<file path="config.mk">
export PLATFORM = sky130hd
export DESIGN_NAME = spi_shift_reg
export DESIGN_NICKNAME = d
export VERILOG_FILES = /design/src/rtl/spi_shift_reg.sv
export SDC_FILE = /design/constraint.sdc
export NUM_CORES = 1
export LEC_CHECK = 0
export CORE_MARGIN = 10
export CORE_UTILIZATION = 58
export CTS_BUF_LIST = sky130_fd_sc_hd__clkbuf_8
export DETAILED_ROUTE_END_ITERATION = 7
export HOLD_SLACK_MARGIN = 0.02
export PLACE_DENSITY = 0.95
export SKIP_LAST_GASP = 1
export SLEW_MARGIN = 15
export SYNTH_ARGS = -nofsm -noshare
export SYNTH_HDL_FRONTEND = slang
export SYNTH_SLANG_ARGS = --single-unit
</file>
<file path="constraint.sdc">
create_clock -name PCLK -period 5.4 [get_ports PCLK]
set_input_delay 0.81 -clock PCLK [delete_from_list [all_inputs] [get_ports PCLK]]
set_output_delay 0.81 -clock PCLK [all_outputs]
set_load 0.1 [all_outputs]
</file>
<file path="src/rtl/spi_shift_reg.sv">
// SPI master serial engine: drives MOSI, captures MISO and returns one word per slave-select window.
// Optional build macro SPI_SHIFT_LOOPBACK_EN feeds the receive path from the mosi register instead of the miso pin.
module spi_shift_reg #(
  parameter int DATA_WIDTH = 8
) (
  input  logic                  PCLK,
  input  logic                  PRESETn,
  input  logic                  ss,
  input  logic                  cpol,
  input  logic                  cphase,
  input  logic                  lsbfe,
  input  logic                  send_data,
  input  logic [DATA_WIDTH-1:0] data_mosi,
  input  logic                  miso,
  input  logic                  flag_low,
  input  logic                  flag_high,
  input  logic                  flags_low,
  input  logic                  flags_high,
  output logic                  mosi,
  output logic [DATA_WIDTH-1:0] data_miso,
  output logic                  receive_data,
  output logic                  busy
);

  localparam int CNT_W = $clog2(DATA_WIDTH) + 1;
  localparam int IDX_W = $clog2(DATA_WIDTH);

  typedef enum logic [1:0] {IDLE, LOADED, SHIFT} state_t;

  state_t                state;
  logic [DATA_WIDTH-1:0] tx_reg;
  logic [DATA_WIDTH-1:0] rx_reg;
  logic [DATA_WIDTH-1:0] rx_next;
  logic                  order;
  logic [CNT_W-1:0]      cnt;
  logic                  lead_s, trail_s, lead_d, trail_d;
  logic                  sample_stb, drive_stb, last_bit, rx_in;

  function automatic logic pick_bit(input logic [DATA_WIDTH-1:0] word,
                                    input logic                  lsb_first,
                                    input logic [IDX_W-1:0]      idx);
    logic [IDX_W-1:0] msb_idx;
    msb_idx = IDX_W'(DATA_WIDTH - 1) - idx;
    return lsb_first ? word[idx] : word[msb_idx];
  endfunction

  function automatic logic [DATA_WIDTH-1:0] rx_shift(input logic [DATA_WIDTH-1:0] word,
                                                     input logic                  lsb_first,
                                                     input logic                  din);
    return lsb_first ? {din, word[DATA_WIDTH-1:1]} : {word[DATA_WIDTH-2:0], din};
  endfunction

`ifdef SPI_SHIFT_LOOPBACK_EN
  logic unused_miso;
  assign unused_miso = miso;
  assign rx_in       = mosi;
`else
  assign rx_in       = miso;
`endif

  always_comb begin
    lead_s     = cpol ? flag_high  : flag_low;
    trail_s    = cpol ? flag_low   : flag_high;
    lead_d     = cpol ? flags_high : flags_low;
    trail_d    = cpol ? flags_low  : flags_high;
    sample_stb = cphase ? trail_s : lead_s;
    drive_stb  = cphase ? lead_d : (trail_d && (cnt < CNT_W'(DATA_WIDTH)));
    last_bit   = (cnt == CNT_W'(DATA_WIDTH - 1));
    rx_next    = rx_shift(rx_reg, order, rx_in);
  end

  always_ff @(posedge PCLK) begin
    if (!PRESETn) begin
      state        <= IDLE;
      tx_reg       <= '0;
      rx_reg       <= '0;
      order        <= 1'b0;
      cnt          <= '0;
      mosi         <= 1'b0;
      data_miso    <= '0;
      receive_data <= 1'b0;
      busy         <= 1'b0;
    end else begin
      receive_data <= 1'b0;
      case (state)
        IDLE: begin
          if (send_data) begin
            tx_reg <= data_mosi;
            order  <= lsbfe;
            cnt    <= '0;
            busy   <= 1'b1;
            state  <= LOADED;
          end
        end
        LOADED: begin
          if (ss) begin
            state <= IDLE;
            busy  <= 1'b0;
            mosi  <= 1'b0;
          end else begin
            state <= SHIFT;
            // CPHA=0 needs the first bit on the line before the first leading edge
            if (!cphase) mosi <= pick_bit(tx_reg, order, '0);
          end
        end
        SHIFT: begin
          if (ss) begin
            state <= IDLE;
            busy  <= 1'b0;
            mosi  <= 1'b0;
          end else if (sample_stb) begin
            rx_reg <= rx_next;
            cnt    <= cnt + CNT_W'(1);
            if (last_bit) begin
              data_miso    <= rx_next;
              receive_data <= 1'b1;
              busy         <= 1'b0;
              state        <= IDLE;
            end
          end else if (drive_stb) begin
            // cnt equals the number of bits already sampled, i.e. the index of the next bit out
            mosi <= pick_bit(tx_reg, order, cnt[IDX_W-1:0]);
          end
        end
        default: state <= IDLE;
      endcase
    end
  end

endmodule
</file>
==> impl_metrics.env <==
export IMPL_cts_root_buf="clkbuf_8"
export IMPL_antenna_found_initial=0
export IMPL_grt_overflow_total=0
export IMPL_syn_area_mm2=0.001717
export IMPL_hold_viol=0
export IMPL_ys_types=38
export IMPL_min_path_cells=2
export IMPL_cts_sinks=34
export IMPL_p_sw_share_pct=23.99
export IMPL_crit_type="primary input to register"
export IMPL_dieArea_mm2=0.005536
export IMPL_setup_ws_ns=2.683
export IMPL_vias=1474
export IMPL_finalSetupViolCount=0
export IMPL_netSwitchingPower_w=0.0001508
export IMPL_fin_hold_ws_ns=0.4659
export IMPL_drc=0
export IMPL_port_buffers=30
export IMPL_syn_avg_cell_area_um2=9.131
export IMPL_endpoint_kind="register"
export IMPL_syn_num_nets=213
export IMPL_slew_headroom_pct=34.89
export IMPL_status="complete, no violations"
export IMPL_ctsHtreeMaxLevel=2
export IMPL_worstSetupStartpointType="primary input"
export IMPL_crit_path_top_delay_cell="nor2_2"
export IMPL_area_growth_pct=23.98
export IMPL_rsz0062_at_grt="no"
export IMPL_register_area_um2=680.7
export IMPL_dp_slack_ns=2.391
export IMPL_grt_usage_pct=14.52
export IMPL_multi_input_area_um2=955.9
export IMPL_cts_tree="built"
export IMPL_gp_congestion=0.8895
export IMPL_grt_pass1_vias=1413
export IMPL_yosysWarnings=0
export IMPL_crit_chain="clkdlybuf4s50_1 -> xor2_2 -> mux2i_2 -> nor2_2 -> o21ai_0 -> o221a_2"
export IMPL_ctsResizeCount=0
export IMPL_synthTopCellsByArea="dfxtp_1 (40%), mux2i_1 (7.0%), a211oi_1 (6.1%)"
export IMPL_ant_nets=0
export IMPL_io_pins=31
export IMPL_start_util_pct=61.20
export IMPL_die_x_um=74.41
export IMPL_hold_class="register to register"
export IMPL_tns_ns=0
export IMPL_seqPwrFrac_pct=42.3
export IMPL_cts_made_buffers=5
export IMPL_drt_iter0_markers=134
export IMPL_yosysSeqAreaShare_pct=39.65
export IMPL_synth_cells=188
export IMPL_synth_area_leader_cell="dfxtp_1"
export IMPL_fin_util_pct=75.87
export IMPL_power_density_mw_per_mm2=295.4
export IMPL_path_max_fanout=21
export IMPL_grt_max_degree=31
export IMPL_path_clk_slew_ns=0.08
export IMPL_peakVddDrop_uv=223.0
export IMPL_n_fill_cell=200
export IMPL_die_y_um=74.41
export IMPL_post_drt_via_cell_ratio=6.016
export IMPL_cts_buffer_depth=2
export IMPL_r2r_cells=6
export IMPL_post_cts_buffers=0
export IMPL_min_period_ns=2.717
export IMPL_hold_buffers=0
export IMPL_fin_skew_ns=0.008783
export IMPL_wl_per_cell_um=15.60
export IMPL_final_layout_size_suffix_gt1_share_pct=10.28
export IMPL_finalCritPeriodShare_pct=50.31
export IMPL_nets=238
export IMPL_synth_top_area_share_pct=39.65
export IMPL_fmax_ghz=0.3681
export IMPL_crit_arrival_ns=2.90
export IMPL_core_area_mm2=0.002805
export IMPL_post_dp_hpwl_mm=2.688
export IMPL_pwr_share_comb_pct=12.4
export IMPL_max_stage_delay_ns=0.60
export IMPL_clkPwrFrac_pct=45.3
export IMPL_rows=19
export IMPL_wl_mm=3.822
export IMPL_p_int_w=0.0004778
export IMPL_clock_latency_ns=0.29
export IMPL_max_cap_violations=0
export IMPL_worstPathRequired_ns=5.59
export IMPL_diodes=0
export IMPL_p_leak_nw=0.7309
export IMPL_tightest_slew_ns=0.9735
export IMPL_finalMaxSlewViolations=0
export IMPL_ys_ff_latch=34
export IMPL_grt_pass1_wl_mm=6.382
export IMPL_dr_pass1_iters=4
power groups by stage:
| stage | combinational [W] | sequential [W] | clock, W |
|---|---|---|---|
| after floorplan | 0.0000441 | 0.000277 | 0 |
| final | 0.0000779 | 0.000266 | 0.000285 |
| after global placement | 0.0000756 | 0.000271 | 0 |
| after detailed placement | 0.0000770 | 0.000272 | 0 |
| after CTS | 0.0000778 | 0.000266 | 0.000289 |
| after global routing | 0.0000848 | 0.000267 | 0.000301 |
final timing paths:
check,startpoint,end,slack [ns]
max,cpol,cnt[3]$_SDFFE_PN0P_,2.68
min,mosi$_SDFFE_PN0P_,mosi$_SDFFE_PN0P_,0.47
max reg2reg,state[0]$_SDFFE_PN0P_,cnt[3]$_SDFFE_PN0P_,3.15
min reg2reg,mosi$_SDFFE_PN0P_,mosi$_SDFFE_PN0P_,0.47
critical path, delay by kind of cell:
family / cells / cell delay [ns]
AND/OR/NAND/NOR: 1 / 0.60
AO/OA/AOI/OAI: 2 / 0.53
buffers and inverters: 1 / 0.50
XOR/XNOR: 1 / 0.23
multiplexers: 1 / 0.22
area by class of cell:
class                      count  area share (%)
timing repair buffer          30           14.11
tap                           31           1.822
clock buffer                   5           3.233
multi-input combinational    138           44.91
inverter                       4          0.7055
sequential                    34           31.98
clock inverter                 3           3.233
routing by layer:
metal,vias up,share of wire [%],track usage (%)
li1,734,-,-
met1,675,43,16.56
met2,58,46,23.34
met3,7,9.5,6.250
met4,0,1.4,6.092
met5,-,0,0
through the flow:
step	instance area [µm²]	total power, W	cells
2_1_floorplan	1717	0.0003209	188
3_3_place_gp	1991	0.0003467	237
3_5_place_dp	1991	0.0003489	237
4_1_cts	2128	0.0006334	245
5_1_grt	2128	0.0006526	245
6_report	2128	0.0006287	245
synth_stat cells:
library cell  count
or3_1             1
nand2_1          16
nor2_1           21
mux2_2            4
o211a_1           1
mux2i_2           1
ha_1              5
o21a_1            1
o21ai_0           9
buf_6             2
inv_1             4
buf_4             1
mux2i_1          12
nand2b_1          3
a211oi_1         14
nor4_1            1
dfxtp_1          34
o22ai_1           1
a211oi_2          2
nand4b_1          2
o221ai_1          1
nand3_1          11
a31oi_1           1
mux4_2            3
nand3b_1          1
clkbuf_1          7
nand4_1           1
buf_1             1
nor2_2            1
o221a_2           1
xor2_2            1
nor4b_1           1
a41o_1            1
a311oi_1          1
nor2b_1           3
buf_2             1
nor3_4            1
a21oi_1          16
layout by cell type (no fill, tap or decap), drive strengths merged, types with 9 or more instances in the layout:
master         count
a211oi            16
a21oi             16
nor2              22
clkdlybuf4s50     30
o21ai              9
nand2             16
nand3             11
mux2i             13
dfxtp             34
cell families (layout without fill, tap and decap cells):
kind of cell    after synthesis  after routing  share of synthesized area (%)
simple gates                 63             63                          17.86
compound gates               49             49                          18.88
flops                        34             34                          39.65
mux                          20             20                          14.36
buf+inv                      16             42                          4.664
fa+ha+maj                     5              5                          3.644
xor+xnor                      1              1                         0.9478
Note: power is estimated with default switching activity, not from simulation.
==> edit 1: new RTL, same flow settings <==
Change the parameter `DATA_WIDTH` from 8 to 4.
--- a/src/rtl/spi_shift_reg.sv
+++ b/src/rtl/spi_shift_reg.sv
@@ -3,3 +3,3 @@
 module spi_shift_reg #(
-  parameter int DATA_WIDTH = 8
+  parameter int DATA_WIDTH = 4
 ) (
Ports: changed (resized data_miso and data_mosi); port bits go from 31 to 23. The function was not compared with the original's and may differ.
==> edit 1 against the original RTL <==
- design area down 35%
- wire length is 31% lower
- area after synthesis is 34% lower
- register-to-register slack improved by 0.26 ns
- utilization increased by 1.1 points
- synthesized cell count shrank 35%
- total power is 48% lower
- sequential cell count is 13 lower
- setup slack better by 0.16 ns
- critical path type is now reg2out
==> edit 1: results (changes against the original RTL) <==
multi-input gate share of total cell area 47.2% (+2.2 points); Worst-Skew Late Latency 0.26 ns (-0.03 ns); Slew headroom 34.4% (-0.52 points); CP delay by family, top buffers and inverters; Final Net Count 165 (-31%); total track usage 12.8% (-1.8 points); largest net degree at the start of global routing 19 (-39%); DR WL/cell 15.9 um (+1.8%); clock buffer count 3 (-2); Fin Hold WS 0.466 ns (+0.000464 ns); status finished clean; multi-input gate count 91 (-34%); FF-to-FF Start cnt[0]; Critical Path Start mosi; crit-path max FO 2 (-90%); unique cell type count in the Yosys netlist 35 (-7.9%); critical path's slowest cell clkdlybuf4s50_1; CP max stage delay 1.14 ns (+0.54 ns); last weighted congestion value of the routability-driven placer 0.739 (-17%); initial drt markers 28 (-79%); met3 usage 3.48% (-2.8 points); first-pass GRT wire length 4.35 mm (-32%); DP Wirelength 2.06 mm (-23%); Non-CTS buffers 22 (-27%); LEAKAGE 0.502 nW (-31%); DP Worst Slack 2.71 ns (+0.316 ns); Clock-cell share 3.34% (-3.1 points); Routed WL 2.65 mm (-31%); vias in the first global route 949 (-33%); H-tree lvl count 1 (-1); routed vias 980 (-34%); Seq/Total Area, Yosys 37.0% (-2.7 points); flop-to-flop setup slack 3.41 ns (+0.26 ns); P&R area growth vs syn 22.0%; clk sinks 21 (-38%); Mapped Area 1140 um^2 (-34%)
[edit 1: layer usage]
layer	wire length [um]	part of all wire, %
met1	1140	43
met4	57	2.1
met2	1310	49
met5	0	0
met3	149	5.6
[edit 1: power breakdown]
group	total, mW	internal, mW	switching (mW)
registers	0.165	0.160	0.00512
clock network	0.104	0.0515	0.0524
logic	0.0608	0.0284	0.0324
[edit 1: worst max-delay path by stage]
stage	to	slack (ns)	depth (start not counted)
after floorplan	cnt[0]	3.37	6
after global placement	cnt[0]	2.78	6
after detailed placement	data_miso[1]	2.71	6
after CTS	mosi	2.82	1
after global routing	data_miso[0]	2.79	1
final	mosi	2.84	1
[edit 1: kinds of logic after synthesis]
kind of cell,Yosys count,share of synthesized area (%)
simple gates,41,18.0
compound gates,28,16.5
flops,21,37.0
mux,15,15.0
buf+inv,11,5.50
fa+ha+maj,6,6.60
xor+xnor,1,1.43
==> edit 2: new RTL, same settings <==
Made on the original files. The 3 states of `state_t` get a one-hot encoding in 3 bits.
--- a/src/rtl/spi_shift_reg.sv
+++ b/src/rtl/spi_shift_reg.sv
@@ -27,3 +27,3 @@
 
-  typedef enum logic [1:0] {IDLE, LOADED, SHIFT} state_t;
+  typedef enum logic [2:0] {IDLE = 3'b001, LOADED = 3'b010, SHIFT = 3'b100} state_t;
 
Formal check against the unedited RTL: no difference found for any inputs over 10 cycles, from zero or initial values and one cycle with PRESETn low; not proved beyond that.
==> edit 2 against the original RTL <==
- area after synthesis rose by 4.9%
- global-route usage rose by 0.37 points
- register-to-register slack improved by 0.09 ns
- sequential cell count rose by 1
- utilization fell by 5.4 points
- design area fell by 0.53%
- non-clock buffer count did not move
- count of clock-buffer cells in the layout did not move
- setup slack improved by 0.0063 ns
- wire length rose by 0.55%
- clock power fell by 38%
- total power fell by 14%
- first-iteration DRC count rose by 44%
- critical path type unchanged
==> edit 2: results (changes against the original RTL) <==
clock slew at reported path FFs 0.07 ns; post-route ant nets 0 (unchanged); crit-path max FO 18 (-14%); fraction of synthesized area in multiplexers 12.0% (-2.4 points); most frequent cells after synthesis 43 x nand2_1, 35 x dfxtp_1, 19 x mux2i_1, 16 x o211a_1, 11 x a21boi_0; total gr overflow 0 (unchanged); first-pass GRT wire length 6.68 mm (+4.7%); Total Neg Setup Slack 0 ns (unchanged); Peak supply drop 0.000160 V (-28%); layout cells sized above 1 5.48% (-4.8 points); Seq/Total Area, Yosys 38.9% (-0.73 points); Critical Path AT 2.89 ns (about the same); vias per inst 5.91 (-1.8%); unique cell type count in the Yosys netlist 42 (+11%); asr flop ratio synth 0% (unchanged); drt pass-1 iters 4 (unchanged); worst hold path class reg2reg; largest net degree at the start of global routing 35 (+13%); Syn Nets 216 (+1.4%); switching pwr 0.148 mW (-1.8%); Post-CTS Resized 0 (unchanged); Worst-Skew Late Latency 0.29 ns (about the same); Port Buffer Count 30 (unchanged); fillcell total 238 (+19%); Post-Synth XOR/XNOR Area 0.973% (+0.025 points); H-tree lvl count 2 (unchanged); initial drt markers 193 (+44%); post-synthesis compound-gate area fraction 20.1% (+1.2 points); DP Wirelength 2.77 mm (+3.2%); total track usage 14.9% (+0.37 points); clock root buffer clkbuf_8; LEAKAGE 0.908 nW (+24%); Yosys warning total 0 (unchanged); Routed WL 3.84 mm (+0.55%); CTS buffer count 5 (unchanged); # diodes 0 (unchanged); Post-CTS Setup Repair Bufs 0 (unchanged); buffer depth of the longest clock path 2 (unchanged); vias in the first global route 1423 (+0.71%); Final Net Count 239 (+0.42%); Slew headroom 28.3% (-6.6 points); Setup Skew 0.00490 ns (-0.00389 ns); initial antenna violation count 0 (unchanged); last weighted congestion value of the routability-driven placer 0.776 (-13%); ranking of synthesized cells by area dfxtp_1 39%, mux2i_1 11%, nand2_1 9.0%, o211a_1 8.9%, a21boi_0 4.6%; Post-Synth Adder-Cell Area 0.695% (-2.9 points); status finished clean
edit 2: cell families (layout without fill, tap and decap cells):
kind of cell | count (synthesis) | after routing
and+or+nand+nor | 78 | 78
DFF | 35 | 35
adders and majority gates | 1 | 1
AOI/OAI and AO/OA | 44 | 44
muxes | 21 | 21
xor gates and xnor gates | 2 | 2
buffers and inverters | 14 | 38
edit 2: final cells by class:
class                           count  area [um^2]  share of cell area, %
Sequential cell                    35          701                   33.1
Clock inverter                      3         12.5                  0.591
Multi-Input combinational cell    146          993                   46.9
Timing Repair Buffer               30          300                   14.2
Tap cell                           33         41.3                   1.95
Clock buffer                        5         68.8                   3.25
edit 2: per-layer routing:
layer / global-route usage, % / routed length [um] / vias up / part of all wire (%)
met3: 6.51 / 332 / 6 / 8.6
met4: 5.57 / 63 / 0 / 1.6
li1: - / - / 742 / -
met2: 23.9 / 1760 / 41 / 46
met5: 0 / 0 / - / 0
met1: 17.1 / 1690 / 700 / 44
edit 2: critical path: stages:
cell and delay, ns:
clkdlybuf4s50_1 0.54, xor2_1 0.22, mux2i_2 0.17, nor3_2 0.82, nand2_1 0.14, o211a_1 0.18
edit 2: through the flow:
| step | area (um^2) | setup WS (ns) | instances |
|---|---|---|---|
| 2_1_floorplan | 1800 | 3.24 | 195 |
| 3_3_place_gp | 2040 | 2.48 | 244 |
| 3_5_place_dp | 2040 | 2.38 | 244 |
| 4_1_cts | 2120 | 2.69 | 252 |
| 5_1_grt | 2120 | 2.45 | 252 |
| 6_report | 2120 | 2.69 | 252 |
edit 2: power groups by stage:
| stage | registers, mW | clock network (mW) | logic (mW) |
|---|---|---|---|
| final | 0.283 | 0.176 | 0.0837 |
| after global routing | 0.285 | 0.186 | 0.0934 |
| after CTS | 0.282 | 0.177 | 0.0842 |
| after detailed placement | 0.288 | 0 | 0.0839 |
| after global placement | 0.288 | 0 | 0.0819 |
| after floorplan | 0.290 | 0 | 0.0576 |
edit 2: worst paths after layout:
kind,startpoint,to,slack (ns),cells after the start
hold reg to reg,mosi,mosi,0.48,2
setup reg to reg,state[0],rx_reg[3],3.24,4
setup / recovery,cphase,rx_reg[3],2.69,6
hold / removal,mosi,mosi,0.48,2
